$ cat src/rtl/circ_shift_reg_16bit_if.sv
// Pattern bus for the circular shift register: the parallel load controls and
// the observed register state plus its serial output bit.
interface circ_shift_reg_16bit_if #(
    parameter int WIDTH = 16
);
    logic [WIDTH-1:0] load_in;
    logic             load;
    logic             shift_out;
    logic [WIDTH-1:0] q;

    modport master (
        output load_in,
        output load,
        input  shift_out,
        input  q
    );

    modport slave (
        input  load_in,
        input  load,
        output shift_out,
        output q
    );
endinterface

$ cat src/rtl/circ_shift_reg_16bit.sv
// Parallel-load circular shift register used as a repeating pulse/gap pattern
// generator; the output-end bit is presented on shift_out.
module circ_shift_reg_16bit #(
    parameter int WIDTH    = 16,
    parameter int ROT_LEFT = 1
) (
    input  logic                   clock,
    input  logic                   reset,
    circ_shift_reg_16bit_if.slave  bus
);
    logic [WIDTH-1:0] r_q;
    logic [WIDTH-1:0] r_d;
    logic [WIDTH-1:0] rot_w;

    // Each bit takes its neighbour toward the input end; the far end wraps around.
    genvar gi;
    generate
        for (gi = 0; gi < WIDTH; gi++) begin : g_rot
            if (ROT_LEFT != 0) begin : g_left
                assign rot_w[gi] = r_q[(gi + WIDTH - 1) % WIDTH];
            end else begin : g_right
                assign rot_w[gi] = r_q[(gi + 1) % WIDTH];
            end
        end
    endgenerate

    always_comb begin
        r_d = rot_w;
        if (bus.load) begin
            r_d = bus.load_in;
        end
    end

    always_ff @(posedge clock) begin
        if (reset) begin
            r_q <= '0;
        end else begin
            r_q <= r_d;
        end
    end

    assign bus.q = r_q;

    generate
        if (ROT_LEFT != 0) begin : g_out_msb
            assign bus.shift_out = r_q[WIDTH-1];
        end else begin : g_out_lsb
            assign bus.shift_out = r_q[0];
        end
    endgenerate
endmodule

$ cat src/flat_wrapper.sv
// flat-port wrapper written by rule: the top's interface ports become plain ports
module circ_shift_reg_16bit_flat 
#(
    parameter int WIDTH    = 16,
    parameter int ROT_LEFT = 1
)
  (clock, reset, bus_load_in, bus_load, bus_shift_out, bus_q);
  circ_shift_reg_16bit_if #(.WIDTH(WIDTH)) bus_i ();
  input  logic clock;
  input  logic reset;
  input wire logic [$bits(bus_i.load_in)-1:0] bus_load_in;
  input wire logic [$bits(bus_i.load)-1:0] bus_load;
  output wire logic [$bits(bus_i.shift_out)-1:0] bus_shift_out;
  output wire logic [$bits(bus_i.q)-1:0] bus_q;
  assign bus_i.load_in = bus_load_in;
  assign bus_i.load = bus_load;
  assign bus_shift_out = bus_i.shift_out;
  assign bus_q = bus_i.q;
  circ_shift_reg_16bit #(.WIDTH(WIDTH), .ROT_LEFT(ROT_LEFT)) u_core (.clock(clock), .reset(reset), .bus(bus_i));
endmodule
$ cat config.mk
export PLATFORM = sky130hd
export DESIGN_NAME = circ_shift_reg_16bit_flat
export DESIGN_NICKNAME = d
export VERILOG_FILES = /design/src/rtl/circ_shift_reg_16bit_if.sv /design/src/rtl/circ_shift_reg_16bit.sv /design/src/flat_wrapper.sv
export SDC_FILE = /design/constraint.sdc
export NUM_CORES = 1
export LEC_CHECK = 0
export ABC_CLOCK_PERIOD_IN_PS = 1590
export CAP_MARGIN = 20
export CORE_MARGIN = 10
export CORE_UTILIZATION = 40
export CTS_CLUSTER_SIZE = 14
export DETAILED_ROUTE_END_ITERATION = 12
export DONT_BUFFER_PORTS = 1
export SYNTH_ARGS = -nofsm -noshare
export SYNTH_HDL_FRONTEND = slang
export SYNTH_SLANG_ARGS = --single-unit
$ cat constraint.sdc
create_clock -name clock -period 1.59 [get_ports clock]
set_input_delay 0.318 -clock clock [delete_from_list [all_inputs] [get_ports clock]]
set_output_delay 0.318 -clock clock [all_outputs]
set_load 0.01 [all_outputs]
==> results of run 1 <==
## layout by cell type, fill, tap and decap left out
| cell | count |
|---|---|
| clkbuf_4 | 3 |
| nor2_1 | 16 |
| dfxtp_1 | 16 |
| clkbuf_8 | 1 |
| mux2i_1 | 16 |
## cell families (layout without fill, tap and decap cells)
family / count (synthesis) / in the layout
mux: 16 / 16
buf+inv: 5 / 4
simple gates: 16 / 16
flops: 16 / 16
## report_power, final
part | internal (mW) | leakage [nW] | switching (mW)
sequential | 0.425 | 0.132 | 0.0279
clock | 0.139 | 0.0210 | 0.118
combinational | 0.0245 | 0.124 | 0.0123
total | 0.588 | 0.277 | 0.158
## layout make-up
class / count / area [um^2]
well taps: 15 / 18.8
multi-input cells: 32 / 220
clock buffers: 4 / 36.3
flip-flops and latches: 16 / 320
fillers: 145 / 754
## final timing paths
| check | from | end | slack, ns |
|---|---|---|---|
| worst max-delay path | u_core.bus.q[15] | bus_q[15] | 0.54 |
| worst min-delay path | reset | u_core.bus.q[3] | 0.10 |
| worst max register to register | u_core.bus.q[15] | u_core.bus.q[0] | 0.87 |
| worst min register to register | u_core.bus.q[13] | u_core.bus.q[14] | 0.56 |
## per-layer routing
layer,vias up,routed length (um)
met3,2,213
met4,0,12
met5,-,0
met2,19,513
met1,153,431
li1,171,-
## per-stage QoR
| stage | instance area, um^2 | cells | setup WS, ns | power [mW] |
|---|---|---|---|---|
| floorplan | 588 | 53 | 0.690 | 0.514 |
| global placement | 559 | 63 | 0.844 | 0.500 |
| detailed placement | 559 | 63 | 0.841 | 0.501 |
| CTS | 596 | 67 | 0.520 | 0.762 |
| global route | 596 | 67 | 0.483 | 0.786 |
| finish | 596 | 67 | 0.542 | 0.746 |
==> impl_metrics.tcl, run 1 <==
set metrics [dict create \
    run_status "complete, no violations" \
    rows 13 \
    rsz0062_at_grt "false" \
    drt_wl_total_um 1170 \
    synthXorXnorAreaFrac_pct 0 \
    drt_first_pass_iters 3 \
    dieArea_um2 3400 \
    slew_violations 0 \
    post-route-period-util_pct 65.9 \
    largest_reg_flops 16 \
    syn_inst 53 \
    hold_viol 0 \
    syn_avg_cell_area_um2 11.1 \
    critPathKind "reg -> out" \
    numCtsBuffers 3 \
    fin_tns_setup_ns 0 \
    synth_compound_area_share_pct 0 \
    synthToLayoutAreaGrowth_pct 1.28 \
    arrival_ns 0.73 \
    max-vdd-ir-drop_uv 494 \
    fin_util_pct 44.1 \
    ys_warn_count 0 \
    nNetsFinal 72 \
    cts_tree "done" \
    antennaDiodeCount 0 \
    cp.required_ns 1.27 \
    max_clock_freq_mhz 954 \
    die_width_um 58.3 \
    ys_seq_area_share_pct 54.5 \
    crit_cells 0 \
    startpoint_type "register" \
    met1_usage_pct 6.57 \
    powerDensity_nw_per_um2 1250 \
    use_met3_pct 5.79 \
    grt_pass1_vias 396 \
    synth-adder-area-share_pct 0 \
    synth_edf_count 0 \
    yosys.area.top_type_share_pct 54.5 \
    ant_nets 0 \
    ios 36 \
    synth_mux_area_share_pct 27.2 \
    finalWeightedCongestion 0.579 \
    clockBufferDepth 2 \
    synth_ff_type "dfxtp_1" \
    worst-path-max-fanout 3 \
    cts-resized-gates 0 \
    start_util_pct 43.6 \
    wl_per_cell_um 17.5 \
    post_cts_buffers 0 \
    tightest_slew_ns 0.234 \
    finalCriticalPeriod_ns 1.05 \
    top_usage_layer "met2" \
    setup_viol 0 \
    finClkSkew_ns 0.00135 \
    synth_common_cells "16 x dfxtp_1, 16 x mux2i_1, 16 x nor2_1" \
    cts_hold_buffers 0 \
    yosys.area_share.simple_pct 10.2 \
    die_h_um 58.3 \
    grt.total_usage_pct 6.89 \
    p_leak_nw 0.277 \
    dr_total_vias 345 \
    htreeDepth 1 \
    ys_async_sr_fraction_pct 0 \
    cts.sinks 16 \
    synthTopCellsByArea "dfxtp_1 54%, mux2i_1 27%, nor2_1 10%" \
    synth_top_family_by_area "multiplexers" \
    grt_pass1_wl_um 1900 \
    hold_path_class "in -> reg" \
    synth_fp_nets 72 \
    whs_ns 0.102 \
    io_buffers 0 \
    cts_root_buf "clkbuf_4" \
    met2_usage_pct 10.5 \
    ys_seq_elements 16 \
    clkTransAtPathRegs_ns 0.09 \
    hold_path_depth 1 \
    grt-ovfl-total 0 \
    cp-end-kind "output port" \
    synth_area_um2 588 \
    core_um2 1350 \
    grt_max_degree 17 \
    slew_headroom_pct 84.4 \
    cap_violations 0 \
    synth.distinct_cells 8 \
    detail_route.iter0.violations 7 \
    drive_above_1_share_pct 7.69 \
    antenna_found_initial 0 \
    drc 0 \
    synth.largest_area_cell "dfxtp_1" \
    clock_latency_ns 0.27 \
    avgViaCountPerCell 5.15 \
    reg2reg_depth 2 \
]
No activity file was read; power rests on OpenSTA's default activity.
==> run 2: changes to the inputs <==
- ABC_AREA: unset -> 1
- ABC_CLOCK_PERIOD_IN_PS: 1590 -> 900
- clock period: 1.59 -> 0.9 ns (I/O delays scaled with it)
==> run 2 against run 1 <==
  * Clock skew up 0.0026 ns
  * Die area up 10%
  * Non-clock buffer count up 1
  * Highest routed layer unchanged
==> impl_metrics.tcl, run 2 <==
set metrics [dict create \
    tightest_slew_ns 0.163 \
    cp.required_ns 0.72 \
    grt.total_usage_pct 7.95 \
    synth_mux_area_share_pct 0 \
    r2r_start "u_core.bus.q[15]" \
    final_area_um2 689 \
    slew_headroom_pct 89.1 \
    syn_inst 102 \
    regToRegEndpoint "u_core.bus.q[0]" \
    ys_seq_elements 16 \
    grt_max_degree 33 \
    synthTopCellsByArea "dfxtp_1 47%, nand2_1 18%, nor2_1 17%" \
    max-vdd-ir-drop_uv 942 \
    nNetsFinal 122 \
    post_cts_buffers 0 \
    rsz0062_at_grt "false" \
    yosysMostFrequentCell "nand2_1" \
    synthXorXnorAreaFrac_pct 0 \
    antenna_found_initial 0 \
    cts_tree "done" \
    powerDensity_nw_per_um2 1860 \
    ff2ff_setup_slack_ns 0.28 \
    synth_common_cells "32 x nand2_1, 30 x nor2_1, 17 x inv_1" \
    synth_top_family_by_area "simple AND/OR/NAND/NOR gates" \
    dpl_cell_area_um2 657 \
    dr_total_vias 511 \
    dp_hpwl_um 1080 \
    finalWeightedCongestion 0.599 \
    synth_ff_type "dfxtp_1" \
    min_to "u_core.bus.q[12]" \
    critPathKind "reg -> out" \
    synth.distinct_cells 7 \
    htreeDepth 1 \
    drt_wl_total_um 1380 \
    largest_reg_flops 16 \
    ys_warn_count 0 \
    synth.largest_area_cell "dfxtp_1" \
    hold_path_class "in -> reg" \
    grt-ovfl-total 0 \
    stdcell_count 117 \
    cp-end-kind "output port" \
    worst-path-max-fanout 2 \
    numCtsBuffers 3 \
    wl_per_cell_um 11.8 \
    run_status "complete, no violations" \
    n_fill_cell 166 \
    synth_compound_area_share_pct 0 \
    startpoint_type "register" \
    p_leak_nw 0.393 \
    grt_pass1_wl_um 2230 \
    clkTransAtPathRegs_ns 0.09 \
    cts.sinks 16 \
    fin_tns_setup_ns 0 \
    ys_async_sr_fraction_pct 0 \
    core_um2 1560 \
    setup_viol 0 \
    seq_area_um2 330 \
    fin_util_pct 44.2 \
    synthToLayoutAreaGrowth_pct 1.66 \
    yosys.area_share.simple_pct 36.2 \
    antennaDiodeCount 0 \
    layout_commonest_cell "nand2_1" \
    synth_edf_count 0 \
    io_buffers 0 \
    synth_area_um2 678 \
    hold_path_depth 2 \
    dieArea_um2 3740 \
    placed_cells 114 \
    ant_nets 0 \
    grt_pass1_vias 462 \
    drive_above_1_share_pct 11.9 \
    finClkSkew_ns 0.00397 \
    die_h_um 61.2 \
    yosys.area.top_type_share_pct 47.2 \
    hold_start "bus_load" \
    max_clock_freq_mhz 1170 \
    ios 36 \
    avgViaCountPerCell 4.37 \
    synth-adder-area-share_pct 0 \
    clock_latency_ns 0.27 \
    cts_hold_buffers 0 \
    multi_input_area_um2 245 \
    cap_violations 0 \
    reg2reg_depth 2 \
    ys_seq_area_share_pct 47.2 \
    die_width_um 61.2 \
    finalCriticalPeriod_ns 0.855 \
    post-route-period-util_pct 95.0 \
    cts_root_buf "clkbuf_4" \
    clockBufferDepth 2 \
    detail_route.iter0.violations 11 \
    layout_common_cells "32 x nand2_1, 30 x nor2_1, 17 x inv_1, 10 x dfxtp_1, 5 x dfxtp_2" \
    start_util_pct 43.5 \
    slew_violations 0 \
    rows 14 \
    drc 0 \
    syn_avg_cell_area_um2 6.65 \
    hold_viol 0 \
    arrival_ns 0.67 \
    synth_fp_nets 121 \
    drt_first_pass_iters 2 \
]
## run 2: repair_timing
action                                  in CTS  in global routing
endpoints found under the setup margin       2                  7
gates resized for setup                      1                  6
gates cloned                                 0                  0
## run 2: logic make-up (layout without fill, tap and decap cells)
logic type | count (synthesis) | in the layout
flip-flops | 16 | 16
AND/OR/NAND/NOR | 64 | 64
buffers and inverters | 22 | 21
## run 2: worst max-delay path by stage
stage	startpoint	to	depth (start not counted)
5_1_grt	u_core.bus.q[10]	bus_q[10]	0
3_3_place_gp	u_core.bus.q[15]	u_core.bus.q[0]	2
2_1_floorplan	u_core.bus.q[15]	bus_q[15]	1
3_5_place_dp	u_core.bus.q[15]	u_core.bus.q[0]	2
6_report	u_core.bus.q[10]	bus_q[10]	0
4_1_cts	u_core.bus.q[0]	bus_q[0]	0
## run 2: metal layers
metal / vias to the layer above / share of wire, % / track usage, %
met4: 0 / 1.0 / 4.89
met5: - / 0 / 0
met2: 21 / 46 / 11.1
met3: 2 / 14 / 4.73
li1: 283 / - / -
met1: 205 / 39 / 9.06
## run 2: final cells by class
| class | count | area share [%] |
|---|---|---|
| multi-input cells | 64 | 35.6 |
| clock buffers | 3 | 3.27 |
| flip-flops and latches | 16 | 47.9 |
| repair buffers | 1 | 1.09 |
| well taps | 16 | 2.90 |
| inverters | 17 | 9.26 |
## run 2: per-stage QoR
stage	setup WS (ns)	hold slack, ns	total power, mW
2_1_floorplan	0.213	0.335	0.950
3_3_place_gp	0.244	0.319	0.945
3_5_place_dp	0.200	0.324	0.949
4_1_cts	0.0200	0.0290	1.31
5_1_grt	0.00185	0.0249	1.38
6_report	0.0450	0.0380	1.28
## run 2: power breakdown
part           switching (mW)  total [mW]  internal (mW)
clock network           0.197       0.351          0.155
registers              0.0611       0.822          0.760
logic                  0.0601       0.109         0.0492
